`src/rtl/radiation_monitor_decoder.sv`:
```
// Consumer of the radiation monitor FIFO stream: rebuilds per-module records and keeps the latest one per module.
// Optional address sequence checking is compiled in with `define RAD_MON_DECODER_SEQ_CHECK_EN.
module radiation_monitor_decoder #(
  parameter  int G_MODULES_CONNECTED   = 5,
  parameter  int G_OUTPUT_ARRAY_SIZE   = 8,
  parameter  int G_ADDITIONAL_MISMATCH = 1,
  parameter  int G_ERR_CNT_WIDTH       = 16,
  localparam int MW = ($clog2(G_MODULES_CONNECTED) < 1) ? 1 : $clog2(G_MODULES_CONNECTED)
) (
  input  logic                           clk_i,
  input  logic                           rst_ni,
  input  logic                           fifo_empty_i,
  output logic                           fifo_read_o,
  input  logic [G_OUTPUT_ARRAY_SIZE-1:0] fifo_data_i,
  input  logic [MW-1:0]                  rd_module_i,
  output logic                           rd_valid_o,
  output logic [G_OUTPUT_ARRAY_SIZE-1:0] rd_value_o,
  output logic [G_OUTPUT_ARRAY_SIZE-1:0] rd_count_o,
  output logic [G_OUTPUT_ARRAY_SIZE-1:0] rd_value_2nd_o,
  output logic [G_OUTPUT_ARRAY_SIZE-1:0] rd_count_2nd_o,
  output logic                           record_valid_o,
  output logic [MW-1:0]                  record_module_o,
  output logic                           upset_o,
  output logic [G_ERR_CNT_WIDTH-1:0]     sync_err_cnt_o
);

  localparam int          W        = G_OUTPUT_ARRAY_SIZE;
  localparam int unsigned NMOD     = G_MODULES_CONNECTED;
  localparam bit          HAS_2ND  = (G_ADDITIONAL_MISMATCH != 0);
  localparam logic [MW-1:0] LAST_MOD = MW'(G_MODULES_CONNECTED - 1);

  typedef enum logic [2:0] {
    WAIT_ADDR,
    GET_VALUE,
    GET_COUNT,
    GET_VALUE_2ND,
    GET_COUNT_2ND
  } state_t;

  state_t state_q, state_d;

  logic          dvalid_q;
  logic [MW-1:0] cur_module_q;
  logic [W-1:0]  value_q;
  logic [W-1:0]  count_q;
  logic [W-1:0]  value2_q;

  logic          addr_in_range;
  logic          seq_err;
  logic          err_inc;
  logic          commit;
  logic          upset_d;
  logic [W-1:0]  new_value;
  logic [W-1:0]  new_count;
  logic [W-1:0]  new_value_2nd;
  logic [W-1:0]  new_count_2nd;

  logic          valid_q      [G_MODULES_CONNECTED];
  logic [W-1:0]  value_mem    [G_MODULES_CONNECTED];
  logic [W-1:0]  count_mem    [G_MODULES_CONNECTED];
  logic [W-1:0]  value2_mem   [G_MODULES_CONNECTED];
  logic [W-1:0]  count2_mem   [G_MODULES_CONNECTED];

  logic                       record_valid_q;
  logic [MW-1:0]              record_module_q;
  logic                       upset_q;
  logic [G_ERR_CNT_WIDTH-1:0] sync_err_q;

  // The decoder never back-pressures: any word present is read immediately.
  assign fifo_read_o   = !fifo_empty_i;
  assign addr_in_range = (32'(fifo_data_i) < NMOD);

`ifdef RAD_MON_DECODER_SEQ_CHECK_EN
  logic          have_expected_q;
  logic [MW-1:0] expected_q;

  always_ff @(posedge clk_i or negedge rst_ni) begin
    if (!rst_ni) begin
      have_expected_q <= 1'b0;
      expected_q      <= '0;
    end else if (commit) begin
      have_expected_q <= 1'b1;
      expected_q      <= (cur_module_q == LAST_MOD) ? '0 : cur_module_q + 1'b1;
    end
  end

  assign seq_err = have_expected_q && (MW'(fifo_data_i) != expected_q);
`else
  assign seq_err = 1'b0;
`endif

  always_ff @(posedge clk_i or negedge rst_ni) begin
    if (!rst_ni) begin
      dvalid_q <= 1'b0;
      state_q  <= WAIT_ADDR;
    end else begin
      dvalid_q <= fifo_read_o;
      state_q  <= state_d;
    end
  end

  always_comb begin
    state_d = state_q;
    commit  = 1'b0;
    err_inc = 1'b0;
    if (dvalid_q) begin
      case (state_q)
        WAIT_ADDR: begin
          if (!addr_in_range) begin
            err_inc = 1'b1;
          end else begin
            err_inc = seq_err;
            state_d = GET_VALUE;
          end
        end
        GET_VALUE: state_d = GET_COUNT;
        GET_COUNT: begin
          if (HAS_2ND) begin
            state_d = GET_VALUE_2ND;
          end else begin
            commit  = 1'b1;
            state_d = WAIT_ADDR;
          end
        end
        GET_VALUE_2ND: state_d = GET_COUNT_2ND;
        GET_COUNT_2ND: begin
          commit  = 1'b1;
          state_d = WAIT_ADDR;
        end
        default: state_d = WAIT_ADDR;
      endcase
    end
  end

  // The last word of a record is committed straight from the FIFO bus.
  always_comb begin
    new_value     = value_q;
    new_count     = fifo_data_i;
    new_value_2nd = '0;
    new_count_2nd = '0;
    if (HAS_2ND) begin
      new_count     = count_q;
      new_value_2nd = value2_q;
      new_count_2nd = fifo_data_i;
    end
  end

  assign upset_d = commit && valid_q[cur_module_q] &&
                   ((new_count != count_mem[cur_module_q]) ||
                    (new_count_2nd != count2_mem[cur_module_q]));

  always_ff @(posedge clk_i or negedge rst_ni) begin
    if (!rst_ni) begin
      cur_module_q <= '0;
      value_q      <= '0;
      count_q      <= '0;
      value2_q     <= '0;
    end else if (dvalid_q) begin
      case (state_q)
        WAIT_ADDR:     if (addr_in_range) cur_module_q <= MW'(fifo_data_i);
        GET_VALUE:     value_q  <= fifo_data_i;
        GET_COUNT:     count_q  <= fifo_data_i;
        GET_VALUE_2ND: value2_q <= fifo_data_i;
        default: ;
      endcase
    end
  end

  always_ff @(posedge clk_i or negedge rst_ni) begin
    if (!rst_ni) begin
      for (int i = 0; i < G_MODULES_CONNECTED; i++) begin
        valid_q[i]    <= 1'b0;
        value_mem[i]  <= '0;
        count_mem[i]  <= '0;
        value2_mem[i] <= '0;
        count2_mem[i] <= '0;
      end
    end else if (commit) begin
      valid_q[cur_module_q]    <= 1'b1;
      value_mem[cur_module_q]  <= new_value;
      count_mem[cur_module_q]  <= new_count;
      value2_mem[cur_module_q] <= new_value_2nd;
      count2_mem[cur_module_q] <= new_count_2nd;
    end
  end

  // Error count saturates so a long-running misaligned stream stays visible.
  always_ff @(posedge clk_i or negedge rst_ni) begin
    if (!rst_ni) begin
      record_valid_q  <= 1'b0;
      record_module_q <= '0;
      upset_q         <= 1'b0;
      sync_err_q      <= '0;
    end else begin
      record_valid_q <= commit;
      upset_q        <= upset_d;
      if (commit) record_module_q <= cur_module_q;
      if (err_inc && (sync_err_q != '1)) sync_err_q <= sync_err_q + 1'b1;
    end
  end

  assign record_valid_o  = record_valid_q;
  assign record_module_o = record_module_q;
  assign upset_o         = upset_q;
  assign sync_err_cnt_o  = sync_err_q;

  always_comb begin
    rd_valid_o     = 1'b0;
    rd_value_o     = '0;
    rd_count_o     = '0;
    rd_value_2nd_o = '0;
    rd_count_2nd_o = '0;
    if (32'(rd_module_i) < NMOD) begin
      rd_valid_o     = valid_q[rd_module_i];
      rd_value_o     = value_mem[rd_module_i];
      rd_count_o     = count_mem[rd_module_i];
      rd_value_2nd_o = value2_mem[rd_module_i];
      rd_count_2nd_o = count2_mem[rd_module_i];
    end
  end

endmodule

```
`config.mk`:
```
export PLATFORM = sky130hd
export DESIGN_NAME = radiation_monitor_decoder
export DESIGN_NICKNAME = d
export VERILOG_FILES = /design/src/rtl/radiation_monitor_decoder.sv
export SDC_FILE = /design/constraint.sdc
export NUM_CORES = 1
export LEC_CHECK = 0
export CELL_PAD_IN_SITES_DETAIL_PLACEMENT = 0
export CELL_PAD_IN_SITES_GLOBAL_PLACEMENT = 1
export CORE_MARGIN = 4
export CORE_UTILIZATION = 49
export DETAILED_ROUTE_END_ITERATION = 7
export GPL_TIMING_DRIVEN = 0
export PLACE_DENSITY_LB_ADDON = 0.1
export SYNTH_ARGS = -nofsm -noshare
export SYNTH_HDL_FRONTEND = slang
export SYNTH_SLANG_ARGS = --single-unit
```
`constraint.sdc`:
```
create_clock -name clk_i -period 2.6 [get_ports clk_i]
set_input_delay 0.26 -clock clk_i [delete_from_list [all_inputs] [get_ports clk_i]]
set_output_delay 0.26 -clock clk_i [all_outputs]
set_load 0.01 [all_outputs]
```
==> results.txt <==
----------------------------------------------------
[Route]
  Routed met1 length ... 12000 um
  Routed met3 length ... 1430 um
  Remaining antenna violation count ... 0
  Per-cell routed wire length ... 23.0 um
  Detailed-routing iteration count for the pre-antenna-repair pass ... 5
  Uppermost layer routed ... met4
  Met2 wirelength from detailed routing ... 12700 um
  Total number of vias ... 6726
  Number of DRC markers after the initial detailed-route iteration ... 402
  Total DRC errors in the routed layout ... 0
  Vias per std cell ... 5.79
  Routed wire length ... 26700 um

[Timing]
  Setup repair after global routing missed its margin ... no
  Max-slew violation total from the final report ... 0
  Worst-margin pin slew ... 0.881 ns
  Setup Skew ... 0.0152 ns
  Max-Slew Margin vs Limit ... 41.0%
  F_max ... 406 MHz
  Number of failing setup endpoints in the final timing report ... 0
  Crit path time final ... 2.46 ns
  Final Hold Violating Endpoints ... 0
  Final worst-path cycle share ... 94.7%
  Final-layout setup total negative slack ... 0 ns

[Place]
  Port Buffers ... 62
  Detailed-placement wirelength estimate ... 17400 um
  RD Place Congestion ... 0.805

[Synthesis]
  Share of cell area taken by muxes after synthesis ... 30.9%
  Share of the synthesized netlist area taken by xor and xnor gates ... 2.44%
  Adder-cell share of the synthesized area ... 0.120%
  Number of synthesized register bits ... 217
  Main combinational cell family by area after synthesis ... multiplexers
  Count of distinct cell types in the synthesized netlist ... 47
  Area of the mapped netlist ... 0.0104 mm^2
  Synth Area in Compound Gates ... 4.13%
  Fraction of registers with async set/reset ... 100%
  Warning count from the yosys run ... 0
  Most area-hungry cell type in the Yosys netlist ... dfrtp_1
  Portion of the post-synthesis area used by sequential elements ... 52.2%
  Area contributors post-synth ... dfrtp_1, mux2_2, mux4_2
  Share of the synthesized area in the top cell type ... 52.2%
  Post-synth EDFFs ... 0
  Ys flop type ... dfrtp_1
  Cell with the most instances after synthesis ... dfrtp_1
  Commonest cells in the netlist ... dfrtp_1, mux2_2, nand2_1
  Syn Inst Count ... 776
  Synth Area in Simple Gates ... 5.88%
  Synthesized netlist net count ... 791
  Mean Syn Cell Area ... 13.4 um^2

[Clock tree]
  Num CTS Buffers ... 25
  Clock Tree Buf Depth ... 3
  Clock sink total ... 217
  Root buffer cell ... clkbuf_16
  TritonCTS clock tree ... built
  Htree depth ... 1
  Clk_lat worst skew ... 0.52 ns
  CTS clk-pin slew, worst paths ... 0.06 ns

[Power]
  Switching share of total power ... 28.3%
  Switching component of the power ... 3.18 mW
  Static Leakage ... 5.61 nW
  Combinational cell fraction of total power ... 22.4%
  Clock power frac ... 35.2%
  Power density relative to cell area ... 902 mW/mm^2
  Worst VDD drop ... 571 uV
  Fraction of power consumed by sequential logic ... 42.4%
  Internal cell power ... 8.06 mW

[Die]
  Site Rows ... 53
  Y dimension of the die ... 154 um
  Floorplan die area ... 0.0236 mm^2
  Starting utilization of the core area ... 49.7%
  Core ar. ... 0.0210 mm^2
  Die X ... 154 um
  Ports placed on the boundary ... 69

[Finish]
  Share of post-route cells with drive strength above 1 ... 35.8%
  Util after Layout ... 59.5%
  Number of inserted filler cells in the final layout ... 1717
  # diodes ... 0
  Final net count ... 884
  Area Overhead vs Synth ... 19.7%

[Global routing]
  Number of antenna violations at the first check in global routing ... 0
  First-pass GRT wire length ... 42000 um
  Largest net degree at the start of global routing ... 127
  Total global routing overflow ... 0
  GR Util All Layers ... 22.7%
  Via count of the first global-routing pass ... 7205

[Setup path]
  Data arrival, critical path ... 2.20 ns
  Element type at the critical path start ... primary input
  FF-to-FF path depth ... 5
  Crit path capture type ... output port
  Required time reported for the critical path endpoint ... 2.34 ns
  Critical path fanouts, max ... 10
  Worst setup path class ... in2out

[Worst hold path]
  Worst hold path type ... in2reg
  Cells on Worst Hold Path ... 2

[Run]
  Max-cap violations ... 0

[Status]
  Run status ... complete, no violations

----------------------------------------------------
## power groups by stage
| stage | Sequential, mW | Combinational (mW) | Clock (mW) |
|---|---|---|---|
| final | 4.76 | 2.52 | 3.96 |
| after global routing | 4.86 | 2.73 | 4.18 |
| after CTS | 4.75 | 2.53 | 4.04 |
| after detailed placement | 4.80 | 2.50 | 0 |
| after global placement | 4.73 | 2.42 | 0 |
| after floorplan | 4.59 | 1.75 | 0 |
## placed cells by master (no fill, tap or decap), types with 2 or more instances in the layout
master | synthesis | routed
clkbuf_2 | 0 | 8
clkbuf_8 | 0 | 10
mux2_1 | 3 | 3
xnor2_1 | 16 | 16
o2bb2ai_1 | 2 | 2
o221ai_1 | 14 | 14
nor3b_4 | 0 | 2
inv_1 | 40 | 40
a31oi_1 | 2 | 2
nand2b_1 | 6 | 6
dfrtp_1 | 217 | 217
clkbuf_16 | 0 | 25
mux4_2 | 34 | 34
buf_2 | 16 | 14
buf_6 | 10 | 11
and4_1 | 2 | 2
clkdlybuf4s50_1 | 0 | 60
and3_1 | 2 | 2
or3_1 | 4 | 4
buf_1 | 5 | 2
nor4_1 | 4 | 4
o21ai_0 | 42 | 42
mux2i_1 | 32 | 32
nand3_1 | 7 | 7
mux2_2 | 168 | 168
bufinv_16 | 0 | 6
clkbuf_4 | 0 | 2
nand4_1 | 5 | 5
or2_1 | 2 | 2
clkbuf_1 | 20 | 13
buf_4 | 1 | 6
or2_2 | 3 | 3
nor3_4 | 0 | 2
nor2_1 | 5 | 5
nor3_2 | 3 | 3
mux2_4 | 14 | 14
or4bb_1 | 3 | 3
nand2_1 | 64 | 63
xor2_1 | 13 | 13
## per-layer routing
metal  GRT usage [%]  vias to the layer above
met5               0                        -
met1            32.9                     3514
met2            36.5                      205
li1                -                     2959
met3            3.41                       48
met4            5.63                        0
## registers in the layout, indices dropped and copies added, names as in the netlist, 3 cells and up
name and flops:
count_mem 40, sync_err_cnt_o 16, count2_mem 40, count_q 8
new_value_2nd 8, new_value 8, value2_mem 40, cur_module_q 3
value_mem 40, valid_q 5, record_module_o 3, state_q 3
## final cells by class
type / count / area, um^2 / area share [%]
plain buffers: 52 / 344 / 2.76
clock buffers: 37 / 751 / 6.02
clock inverters: 7 / 185 / 1.49
inverters: 41 / 156 / 1.25
multi-input cells: 466 / 4570 / 36.7
flip-flops and latches: 217 / 5430 / 43.6
well taps: 275 / 344 / 2.76
repair buffers: 66 / 681 / 5.46
## what timing repair did
| item | CTS | global route |
|---|---|---|
| buffers inserted | 1 | 0 |
| setup endpoints to repair | 63 | 72 |
| hold endpoints to repair | 91 | 0 |
| cloned | 0 | 0 |
| resized for setup | 28 | 8 |
| hold buffers | 1 | 0 |
## worst paths after layout
| path | start | end | slack, ns |
|---|---|---|---|
| max | rd_module_i[0] | rd_count_2nd_o[7] | 0.14 |
| min | fifo_empty_i | dvalid_q$_DFF_PN0_ | 0.26 |
| max reg2reg | cur_module_q[2]$_DFFE_PN0P_ | count2_mem[6]$_DFFE_PN0P_ | 0.17 |
| min reg2reg | record_module_o[2]$_DFFE_PN0P_ | record_module_o[2]$_DFFE_PN0P_ | 0.48 |
| max in group asynchronous | rst_ni | sync_err_cnt_o[7]$_DFFE_PN0P_ | 1.21 |
| min in group asynchronous | rst_ni | count_mem[19]$_DFFE_PN0P_ | 0.32 |
## through the flow
step           instances  worst slack, ns  instance area (um^2)  hold slack [ns]  total power [mW]
2_1_floorplan        776            0.539                 10400          -0.0356              6.34
3_3_place_gp        1113            -7.60                 11400            0.464              7.15
3_5_place_dp        1115           -0.917                 11400            0.322              7.30
4_1_cts             1161          0.00294                 12400            0.240              11.3
5_1_grt             1161           0.0154                 12500            0.268              11.8
6_report            1161            0.138                 12500            0.257              11.2
## critical path, cell delays in order
cell and delay [ns]:
clkbuf_2 0.19, buf_4 0.26, nor3b_4 0.34, clkbuf_8 0.27, nand2_1 0.08, o21ai_0 0.17
clkdlybuf4s50_1 0.62
## cell families (layout without fill, tap and decap cells)
group                    Yosys count  in the layout
multiplexers                     251            251
flip-flops                       217            217
AND/OR/NAND/NOR                  118            118
buffers and inverters             93            203
AO/OA/AOI/OAI                     67             67
XOR/XNOR                          29             29
adder cells (fa/ha/maj)            1              1
(Power assumes the default switching activity.)
==> edit: new RTL, same settings <==
Set the parameter `G_ERR_CNT_WIDTH` to 12 (it was 16).
--- a/src/rtl/radiation_monitor_decoder.sv
+++ b/src/rtl/radiation_monitor_decoder.sv
@@ -6,3 +6,3 @@
   parameter  int G_ADDITIONAL_MISMATCH = 1,
-  parameter  int G_ERR_CNT_WIDTH       = 16,
+  parameter  int G_ERR_CNT_WIDTH       = 12,
   localparam int MW = ($clog2(G_MODULES_CONNECTED) < 1) ? 1 : $clog2(G_MODULES_CONNECTED)
Interface: changed (resized sync_err_cnt_o); port bits go from 69 to 65. The function was not compared with the original's and may differ.
==> edit against the unedited design <==
Sequential cell count shrank 4. Synthesized cell count shrank 2.1%. Utilization shrank 0.24 points. Worst setup slack lost 0.032 ns. Power shrank 4.1%. Largest power group unchanged. Routed wire length shrank 3.1%. Sequential power shrank 0.8%. Clock power shrank 11%. Cell area shrank 3.8%. Synthesized area shrank 3.1%.
==> edit: results (changes against the unedited design) <==
| Metric | Value |
|---|---|
| Port Buffers | `58 (-6.5%)` |
| Cell count after synthesis | `760 (-2.1%)` |
| Yosys top cell area share | `0.5281 (+0.006505)` |
| Num CTS Buffers | `24 (-4.0%)` |
| R2R Path End | `count2_mem[10]` |
| Min-delay worst type | `primary input to flip-flop` |
| Slowest stage delay, CP | `0.46 ns (-0.16 ns)` |
| Clk Latency, worst-skew pair | `0.51 ns` |
| Antenna diode count | `0 (unchanged)` |
| Layout net count | `863 (-2.4%)` |
| GP Congestion | `0.8112 (+0.76%)` |
| Dpl ws | `-0.8593 ns (+0.05794 ns)` |
| CTS H-Tree Depth | `1 (unchanged)` |
| Leakage | `0.005358 uW (-4.5%)` |
| Via count | `6,512 (-3.2%)` |
| Crit-path max FO | `10 (unchanged)` |
| EDFF count, synth | `0 (unchanged)` |
| Clock-pin slew on the worst setup and hold paths | `0.06 ns (about the same)` |
| GRT Total Usage | `0.2340 (+0.006676)` |
| Dpl cell area | `11,070 sq um (-3.1%)` |
| CTS max path bufs | `3 (unchanged)` |
| Number of vias per cell | `5.732 (-1.1%)` |
| Placed Cells incl. Taps | `1,090 (-2.2%)` |
| Hpwl dp | `17,230 microns (-1.3%)` |
| Status | `completed` |
| Initial antenna violation count | `0 (unchanged)` |
| Yosys Warn Count | `0 (unchanged)` |
| Worst R2R Path Depth | `7 (+2)` |
| Number of global-route vias before repair | `6,991 (-3.0%)` |
| Crit path arrival time | `2.87 ns (+0.67 ns)` |
| Max VDD drop | `0.5214 mV (-8.7%)` |
| Share of cells above drive strength 1 | `0.3487 (-0.009058)` |
| Root Buffer | `clkbuf_16` |
| First-pass GRT wire length | `40,540 microns (-3.4%)` |
| Worst path top cell family by delay | `simple AND/OR/NAND/NOR gates` |
| Detailed Routing Iterations Pass 1 | `5 (unchanged)` |
| Sequential share of the synthesized area | `0.5281 (+0.006505)` |
| Slowest CP cell | `dfrtp_1` |
| Flop2flop setup slack | `0.11 ns (-0.06 ns)` |
| Hold path start | `fifo_empty_i` |
| Worst r2r src | `state_q[1]` |
| Initial DRC Count | `286 (-29%)` |
| Most frequent cells after synthesis | `dfrtp_1, mux2_2, nand2_1, o21ai_0, inv_1` |
| Worst-Margin Slew | `1.036 ns (+0.1549 ns)` |
| Worst hold path depth | `2 (unchanged)` |
| DRT Wirelength | `25,910 microns (-3.1%)` |
| Synthesized net count | `775 (-2.0%)` |
| Top cells by area, synth | `dfrtp_1, mux2_2, mux4_2, mux2i_1, nand2_1` |
| Yosys cell types | `44 (-6.4%)` |
| Largest net degree at the start of global routing | `76 (-40%)` |
| Asr flop ratio synth | `1.000 (unchanged)` |
| Worst Skew | `0.008494 ns (-0.006705 ns)` |
| Hold EP | `dvalid_q` |
-- edit: cell count changes after synthesis, sizes merged, moves of 2 or more --
cell and change:
dfrtp -4, buf -3, xor2 +3, or4bb -3
nor2 +2, xnor2 -7, nand3 -3, inv +2
a31oi -2, nand4bb +3, a21oi +2
-- edit: worst reg2reg max path: cells and delay by family, from the launching register on --
family	cells	cell delay, ns
mux	1	0.36
flops	1	0.46
simple gates	3	0.87
buf+inv	3	0.69
-- edit: kinds of logic after synthesis --
kind of cell | share of synthesized area
buf+inv | 0.03806
compound gates | 0.04091
flops | 0.5281
fa+ha+maj | 0.001239
mux | 0.3129
simple gates | 0.05715
xor+xnor | 0.02169
-- edit: worst max-delay path by stage --
| stage | startpoint | endpoint | slack [ns] | depth (start not counted) |
|---|---|---|---|---|
| finish | state_q[1] | count2_mem[10] | 0.11 | 7 |
| global route | state_q[1] | count2_mem[10] | 0.002 | 7 |
| CTS | rd_module_i[1] | rd_count_2nd_o[2] | 0.03 | 6 |
| detailed placement | rd_module_i[2] | rd_count_o[5] | -0.86 | 6 |
| global placement | rst_ni | new_value[4] | -7.51 | 1 |
| floorplan | cur_module_q[0] | count2_mem[19] | 0.69 | 6 |
-- edit: routing by layer --
layer | global-route usage | part of all wire | wire length, microns | vias up
met2 | 0.3868 | 0.49 | 12800 | 142
met1 | 0.3276 | 0.44 | 11440 | 3434
met5 | 0 | 0 | 0 | -
met3 | 0.04253 | 0.047 | 1211 | 43
li1 | - | - | - | 2893
met4 | 0.05031 | 0.018 | 465 | 0
-- edit: what timing repair did --
| item | 4_1_cts | 5_1_grt |
|---|---|---|
| hold endpoints to repair | 69 | 0 |
| endpoints found under the setup margin | 96 | 22 |
| buffers inserted | 3 | 0 |
| gates resized for setup | 18 | 9 |
| hold buffers | 1 | 0 |
-- edit: cell type report --
cell class	instances	area [sq um]
timing repair buffer	64	671.9
clock buffer	32	671.9
sequential	213	5331
fill	1658	8248
buffer	48	246.5
tap	270	337.8
multi-input combinational	454	4405
inverter	43	161.4
clock inverter	12	160.2
-- edit: stage by stage --
step	hold WS, ns	utilization	setup TNS, ns
CTS	0.2523	0.5916	0
global placement	0.4628	0.5442	-1620.63
detailed placement	0.2614	0.5472	-24.72
global route	0.2710	0.5924	0
finish	0.2654	0.5924	0
floorplan	-0.03559	-	0
-- edit: where the power goes --
part           switching, uW  total, uW  leakage, uW  internal [uW]
logic                   1140       2520      0.00215           1380
registers                687       4720      0.00280           4030
clock network           1330       3530     0.000416           2210
